$ cat src/rtl/sargantana_itag_ctrl.sv
// Instruction-cache tag/valid array controller.
// Owns the single read-or-write port of the tag array: it sweeps every set
// invalid after reset or on request, writes refill tags into a round-robin
// victim way, and issues fetch lookups whose 1-cycle-latency result is
// flagged one cycle later on rsp_valid_o / rsp_addr_o.
module sargantana_itag_ctrl #(
  parameter int ICACHE_N_WAY   = 4,
  parameter int TAG_DEPTH      = 64,
  parameter int TAG_ADDR_WIDHT = $clog2(TAG_DEPTH),
  parameter int TAG_WIDHT      = 20
) (
  input  logic                      clk_i,
  input  logic                      rst_i,

  input  logic                      lookup_valid_i,
  input  logic [TAG_ADDR_WIDHT-1:0] lookup_addr_i,
  output logic                      lookup_ready_o,
  output logic                      rsp_valid_o,
  output logic [TAG_ADDR_WIDHT-1:0] rsp_addr_o,

  input  logic                      refill_valid_i,
  input  logic [TAG_ADDR_WIDHT-1:0] refill_addr_i,
  input  logic [TAG_WIDHT-1:0]      refill_tag_i,
  output logic                      refill_ready_o,
  output logic [ICACHE_N_WAY-1:0]   refill_way_o,

  input  logic                      inval_req_i,
  output logic                      inval_busy_o,

  output logic [ICACHE_N_WAY-1:0]   tag_req_o,
  output logic                      tag_we_o,
  output logic                      tag_vbit_o,
  output logic [TAG_WIDHT-1:0]      tag_data_o,
  output logic [TAG_ADDR_WIDHT-1:0] tag_addr_o
);

  // Round-robin pointer needs at least one bit even for a direct-mapped cache.
  localparam int RR_W = (ICACHE_N_WAY > 1) ? $clog2(ICACHE_N_WAY) : 1;

  localparam logic [TAG_ADDR_WIDHT-1:0] LAST_SET = TAG_ADDR_WIDHT'(TAG_DEPTH - 1);
  localparam logic [RR_W-1:0]           LAST_WAY = RR_W'(ICACHE_N_WAY - 1);

  typedef enum logic [1:0] {
    INIT  = 2'd0,
    IDLE  = 2'd1,
    SWEEP = 2'd2
  } state_t;

  state_t                    state;
  logic [TAG_ADDR_WIDHT-1:0] sweep_cnt;
  logic [RR_W-1:0]           rr_ptr;

  logic                      sweeping;
  logic                      take_inval;
  logic                      grant_refill;
  logic                      grant_lookup;
  logic [ICACHE_N_WAY-1:0]   victim_way;

  logic                      rsp_vld_p1;
  logic [TAG_ADDR_WIDHT-1:0] rsp_addr_p1;

  // One-hot decode of a way index.
  function automatic logic [ICACHE_N_WAY-1:0] way_onehot(input logic [RR_W-1:0] idx);
    logic [ICACHE_N_WAY-1:0] oh;
    oh = '0;
    for (int w = 0; w < ICACHE_N_WAY; w++) begin
      oh[w] = (idx == RR_W'(w));
    end
    return oh;
  endfunction

  // Next victim pointer; explicit wrap keeps non-power-of-two way counts correct.
  function automatic logic [RR_W-1:0] rr_advance(input logic [RR_W-1:0] idx);
    if (idx == LAST_WAY) begin
      return '0;
    end
    return idx + RR_W'(1);
  endfunction

  // Port arbitration: invalidate beats refill beats lookup, nothing while sweeping.
  always_comb begin
    sweeping     = (state != IDLE);
    take_inval   = !sweeping && inval_req_i;
    grant_refill = !sweeping && !inval_req_i && refill_valid_i;
    grant_lookup = !sweeping && !inval_req_i && !refill_valid_i && lookup_valid_i;
    victim_way   = way_onehot(rr_ptr);
  end

  // Handshake and status outputs.
  always_comb begin
    lookup_ready_o = grant_lookup;
    refill_ready_o = grant_refill;
    inval_busy_o   = sweeping;
    refill_way_o   = sweeping ? '0 : victim_way;
  end

  // Tag-array port drive for the current owner of the port.
  always_comb begin
    tag_req_o  = '0;
    tag_we_o   = 1'b0;
    tag_vbit_o = 1'b0;
    tag_data_o = '0;
    tag_addr_o = '0;
    if (sweeping) begin
      tag_req_o  = '1;
      tag_we_o   = 1'b1;
      tag_addr_o = sweep_cnt;
    end else if (take_inval) begin
      tag_req_o  = '0;
    end else if (grant_refill) begin
      tag_req_o  = victim_way;
      tag_we_o   = 1'b1;
      tag_vbit_o = 1'b1;
      tag_data_o = refill_tag_i;
      tag_addr_o = refill_addr_i;
    end else if (grant_lookup) begin
      tag_req_o  = '1;
      tag_addr_o = lookup_addr_i;
    end
  end

  // Controller FSM: sweep counter, state and round-robin victim pointer.
  always_ff @(posedge clk_i) begin
    if (rst_i) begin
      state     <= INIT;
      sweep_cnt <= '0;
      rr_ptr    <= '0;
    end else begin
      case (state)
        INIT, SWEEP: begin
          // Requests arriving mid-sweep are absorbed; the sweep never restarts.
          if (sweep_cnt == LAST_SET) begin
            sweep_cnt <= '0;
            state     <= IDLE;
          end else begin
            sweep_cnt <= sweep_cnt + TAG_ADDR_WIDHT'(1);
          end
        end
        IDLE: begin
          if (inval_req_i) begin
            state <= SWEEP;
          end else if (refill_valid_i) begin
            rr_ptr <= rr_advance(rr_ptr);
          end
        end
        default: begin
          state     <= INIT;
          sweep_cnt <= '0;
        end
      endcase
    end
  end

  // ---- stage p1: lookup response valid, aligned with the array read data ----
  // Response valid is control and is cleared by reset, dropping any pending response.
  always_ff @(posedge clk_i) begin
    if (rst_i) begin
      rsp_vld_p1 <= 1'b0;
    end else begin
      rsp_vld_p1 <= grant_lookup;
    end
  end

  // Response set index is data only; it is qualified by rsp_vld_p1.
  always_ff @(posedge clk_i) begin
    if (grant_lookup) begin
      rsp_addr_p1 <= lookup_addr_i;
    end
  end

  assign rsp_valid_o = rsp_vld_p1;
  assign rsp_addr_o  = rsp_addr_p1;

endmodule

$ cat config.mk
export PLATFORM = sky130hd
export DESIGN_NAME = sargantana_itag_ctrl
export DESIGN_NICKNAME = d
export VERILOG_FILES = /design/src/rtl/sargantana_itag_ctrl.sv
export SDC_FILE = /design/constraint.sdc
export NUM_CORES = 1
export LEC_CHECK = 0
export BUFFER_PORTS_ARGS = -buffer_cell sky130_fd_sc_hd__buf_4
export CAP_MARGIN = 10
export CORE_MARGIN = 2
export CORE_UTILIZATION = 35
export DETAILED_ROUTE_END_ITERATION = 10
export GPL_TIMING_DRIVEN = 0
export PLACE_DENSITY = 0.75
export SYNTH_ARGS = -nofsm -noshare
export SYNTH_HDL_FRONTEND = slang
export SYNTH_SLANG_ARGS = --single-unit
$ cat constraint.sdc
create_clock -name clk_i -period 2 [get_ports clk_i]
set_input_delay 0.6 -clock clk_i [delete_from_list [all_inputs] [get_ports clk_i]]
set_output_delay 0.6 -clock clk_i [all_outputs]
set_load 0.02 [all_outputs]
Word-level counts from Yosys, hierarchy flattened
Cells that the tools add are included.
{"block": "totals", "register_bits": 17, "latch_bits": 0, "mem_bits_rw": 0, "mem_bits_ro": 0, "in_bits": 37, "output_inout_bits": 46, "word_cells": 58, "memories": 0}
{"block": "op_classes", "addsub": 2, "n_mul": 0, "div_mod_pow": 0, "order_cmp": 0, "eq_ne": 9, "shift": 0, "muxes": 28, "bitwise_logic": 1, "n_reduce_logical": 13}
{"cell": "$mux W20", "count": 3}
{"cell": "$mux W6", "count": 5}
{"cell": "$mux W4", "count": 5}
{"cell": "$pmux W6 S2", "count": 1}
{"cell": "$mux W1", "count": 9}
{"cell": "$mux W2", "count": 4}
{"cell": "$add A6 B1 Y6 const B", "count": 1}
{"cell": "$eq A2 B2 Y1 const B", "count": 3}
{"cell": "$eq A6 B6 Y1 const B", "count": 1}
{"cell": "$logic_and A1 B1 Y1", "count": 5}
{"cell": "$eq A2 B1 Y1 const B", "count": 2}
{"cell": "$logic_not A2 Y1", "count": 2}
{"cell": "$ne A2 B2 Y1 const B", "count": 2}
{"cell": "$pmux W2 S2", "count": 1}
{"cell": "$logic_not A1 Y1", "count": 3}
{"cell": "$reduce_and A3 Y1", "count": 1}
{"cell": "$add A2 B1 Y2 const B", "count": 1}
{"cell": "$ne A2 B1 Y1 const B", "count": 1}
{"cell": "$reduce_and A2 Y1", "count": 1}
{"cell": "$reduce_or A2 Y1", "count": 1}
{"cell": "$not A1 Y1", "count": 1}

Depth between registers and ports, before layout
{"block": "depth", "ltp_word": 9, "depth_mapped": 5, "depth_no_buf": 4}

Worst setup path after synthesis
OpenSTA, ideal clock, no wires.
{"block": "synth_path", "kind": "input to output", "start": "input lookup_valid_i", "end": "output tag_req_o[0]", "t_arrival_ns": 1.543, "required_time_ns": 1.400, "slack_ns": -0.143, "stages": 4, "path_buffers": 1, "cell_sequence": "nor2b_1 clkbuf_1 a21oi_1 o21ai_0"}
{"block": "synth_between", "elab_chain_cells": 5}
{"item": "from (decl)", "line": "15", "rtl": "input logic lookup_valid_i,"}
{"item": "$logic_and A1 B1 Y1", "line": "85", "rtl": "grant_lookup = !sweeping && !inval_req_i && !refill_valid_i && lookup_valid_i;"}
{"item": "$mux W4", "line": "116", "rtl": "end else if (grant_lookup) begin"}
{"item": "$mux W4", "line": "110", "rtl": "end else if (grant_refill) begin"}
{"item": "$mux W4", "line": "108", "rtl": "end else if (take_inval) begin"}
{"item": "$mux W4", "line": "104", "rtl": "if (sweeping) begin"}
{"item": "to (decl)", "line": "30", "rtl": "output logic [ICACHE_N_WAY-1:0] tag_req_o,"}
No other way between the ends.

Worst setup path in the final report
{"block": "layout_path", "start": "register state[0]", "end": "output tag_we_o"}
{"block": "layout_between", "elab_chain_cells": 7, "elab_cells_between_ends": 8, "cone_classes": "eq/ne: 1; mux: 3; reduce/logical: 4"}
{"item": "from (decl)", "line": "49", "rtl": "state_t state;"}
{"item": "from (signal assigned)", "line": "125", "rtl": "state <= INIT;"}
{"item": "from (signal assigned)", "line": "134", "rtl": "state <= IDLE;"}
{"item": "from (signal assigned)", "line": "141", "rtl": "state <= SWEEP;"}
{"item": "$ne A2 B1 Y1 (*)", "line": "82", "rtl": "sweeping = (state != IDLE);"}
{"item": "$logic_not A1 Y1", "line": "83, 84"}
{"item": "$logic_and A1 B1 Y1 (2 in a row)", "line": "84", "rtl": "grant_refill = !sweeping && !inval_req_i && refill_valid_i;"}
{"item": "$mux W1", "line": "110"}
{"item": "$mux W1", "line": "108"}
{"item": "$mux W1 (*)", "line": "104"}
{"item": "to (decl)", "line": "31", "rtl": "output logic tag_we_o,"}
Every way passes the cells marked *; elsewhere a longest branch is shown, timed or not.

==> flow_metrics.py <==
metrics = {
    "outcome": {
        "status": "finished with violations",
        "violations": "negative setup slack",
    },
    "min_path": {
        "holdCritPathClass": "input port to flop",
        "worstHoldStart": "lookup_addr_i[4]",
        "min_path_cells": 1,
        "worstHoldEndpoint": "rsp_addr_o[4]",
    },
    "clock_tree": {
        "cts_tree": "built",
        "postCtsHoldBufs": 0,
        "cts.sinks": 17,
        "cts.clk_slew.worst_paths_ps": 100,
        "numCtsBuffers": 3,
        "htree_levels": 1,
        "clock_tree.root_cell": "clkbuf_4",
        "clock_latency_ps": 290,
        "cts_buffer_depth": 2,
    },
    "global_route": {
        "grt_start_max_net_pins": 11,
        "grt_pass1_wl_um": 5440,
        "grtUsageTotal_pct": 20.5,
        "antenna_found_initial": 0,
        "grt_pass1_vias": 1239,
        "grt_overflow": 0,
    },
    "setup_path": {
        "r2r_start": "state[0]",
        "critPathTopFamily": "simple AND/OR/NAND/NOR gates",
        "crit_start": "state[0]",
        "max_stage_delay_ps": 340,
        "cp.arrival_ps": 1480,
        "endpoint_kind": "output pin",
        "r2r-end": "sweep_cnt[5]",
        "cp_slowest_cell": "dfxtp_2",
        "crit_path_max_fanout": 6,
        "path_class": "flop to output pin",
        "critPathBufInv": 3,
        "crit_chain": "buf_6, and4bb_4, buf_4, or2b_1, buf_6",
        "cp.required_ps": 1400,
        "start_kind": "flop",
        "worst-r2r-cell-count": 5,
        "cpMostUsedCell": "buf_6",
        "r2r_slack_ps": 560,
    },
    "timing": {
        "grt_setup_unrepaired": "true",
        "slew_headroom_pct": 67.3,
        "hold_viol_final": 0,
        "finalSetupViolations": 31,
        "fin_ws_ps": -81.4,
        "slew_viol_final": 0,
        "fmax_mhz": 480,
        "worstMarginPinSlew_ps": 490,
        "period_minus_slack_ps": 2080,
        "period_share_pct": 104,
        "fin_skew_ps": 1.42,
        "timing.setup.tns_ps": -1850,
        "hold_ws_ps": 489,
    },
    "detailed_routing": {
        "drt-wirelength-per-cell_um": 14.4,
        "drcViolationCount": 0,
        "antenna_left": 0,
        "routed_via_density": 5.14,
        "num_vias": 1337,
        "dr.pass1.iters": 4,
        "drt_wl_total_um": 3750,
        "drt_iter0_drc": 36,
    },
    "die": {
        "num_rows": 20,
        "die_w_um": 59.3,
        "dieHeight_um": 59.3,
        "dieArea_sq_um": 3520,
        "initial_utilization_pct": 36.0,
        "core-area_sq_um": 2980,
        "io_pins": 83,
    },
    "place": {
        "dp_hpwl_um": 2560,
        "place.gp.congestion": 0.848,
        "dp_slack_ps": -328,
        "io_buffer_count": 81,
    },
    "synth": {
        "synth_top_area_share_pct": 20.6,
        "ys.flop_type": "dfxtp_1",
        "ys.warnings.count": 0,
        "syn_area_per_cell_sq_um": 8.43,
        "synth_fp_nets": 169,
        "syn_area_sq_um": 1070,
        "async_reset_ff_share_pct": 0,
        "seq_area_frac_synth_pct": 37.4,
        "syn_inst": 127,
        "yosysTopAreaCell": "dfxtp_1",
        "synth_edf_count": 6,
        "synth_cell_types": 31,
        "synth_top_cells_by_area": "dfxtp_1 21%, edfxtp_1 17%, and2_1 15%",
        "ys_ff_latch": 17,
    },
    "power": {
        "power_density_nw_per_um2": 317,
        "p_leak_nw": 0.997,
        "finalPower_mw": 0.671,
        "ir_worst_vdd_mv": 0.156,
    },
    "cells_and_area": {
        "diodes": 0,
        "layout_commonest_cell": "buf_4",
        "n_fill_cell": 227,
        "fin_nets": 270,
        "drive_gt1_share_pct": 59.0,
        "syn2layout_area_growth_pct": 97.7,
        "final_cell_mix": "66 x buf_4, 32 x buf_6, 17 x and2_4, 17 x nand2_1",
    },
    "run": {
        "drv_cap": 0,
    },
}
-- what timing repair did --
item	CTS	global route
gates resized for setup	57	24
cloned	3	1
pin swaps	10	12
endpoints found under the setup margin	38	37
endpoints found under the hold margin	0	0
buffers inserted	6	5
-- where the power goes --
part           internal [mW]  switching [mW]
combinational         0.0731          0.0463
clock                 0.0776           0.106
sequential             0.361         0.00678
total                  0.512           0.160
-- cells in the mapped netlist (all sizes together) (2+ instances only) --
| library cell | count |
|---|---|
| inv | 3 |
| buf | 3 |
| a21oi | 8 |
| o31ai | 2 |
| nor2b | 2 |
| mux2i | 2 |
| a32oi | 6 |
| nand2 | 17 |
| or3 | 2 |
| nand3 | 2 |
| clkbuf | 5 |
| and2 | 25 |
| ha | 5 |
| o21ai | 6 |
| and4bb | 2 |
| edfxtp | 6 |
| nor2 | 7 |
| dfxtp | 11 |
| a22oi | 2 |
-- per-stage QoR --
stage / std cells / instance area [sq um] / util [%]
floorplan: 127 / 1080 / -
global placement: 241 / 1730 / 58.0
detailed placement: 241 / 1730 / 58.0
CTS: 254 / 2010 / 67.4
global route: 260 / 2120 / 71.1
finish: 260 / 2120 / 71.1
-- area by class of cell --
type,instances,area (sq um),share of cell area [%]
Timing Repair Buffer,96,842,39.8
Multi-Input combinational cell,98,696,32.9
Sequential cell,17,408,19.3
Buffer,8,87.6,4.14
Tap cell,33,41.3,1.95
Clock buffer,4,26.3,1.24
Inverter,4,16.3,0.768
-- cells by family (layout without fill, tap and decap cells) --
kind of cell / Yosys count / count (layout) / share of synthesized area (%)
multiplexers: 2 / 2 / 1.87
AO/OA/AOI/OAI: 29 / 29 / 18.0
adder cells (fa/ha/maj): 5 / 5 / 5.84
AND/OR/NAND/NOR: 61 / 61 / 31.4
buffers and inverters: 12 / 112 / 4.67
XOR/XNOR: 1 / 1 / 0.818
flip-flops: 17 / 17 / 37.4
-- state kept, by name (all words and copies together) (netlist names) --
register	count
sweep_cnt	6
rsp_addr_o	6
state	2
rsp_valid_o	1
rr_ptr	2
-- layer usage --
layer / global-route usage, % / wire length, um / vias up
met5: 0 / 0 / -
met1: 21.5 / 1390 / 607
met3: 5.02 / 349 / 6
li1: - / - / 642
met2: 38.6 / 1960 / 82
met4: 7.47 / 53 / 0
-- worst max path at each step --
| stage | endpoint | cells past startpoint | slack (ps) |
|---|---|---|---|
| finish | tag_we_o | 5 | -80 |
| floorplan | tag_req_o[0] | 4 | 5 |
| global route | tag_addr_o[4] | 6 | -160 |
| detailed placement | lookup_ready_o | 4 | -330 |
| global placement | lookup_ready_o | 4 | -290 |
| CTS | tag_data_o[14] | 5 | -110 |
No activity file was read; power rests on OpenSTA's default activity.
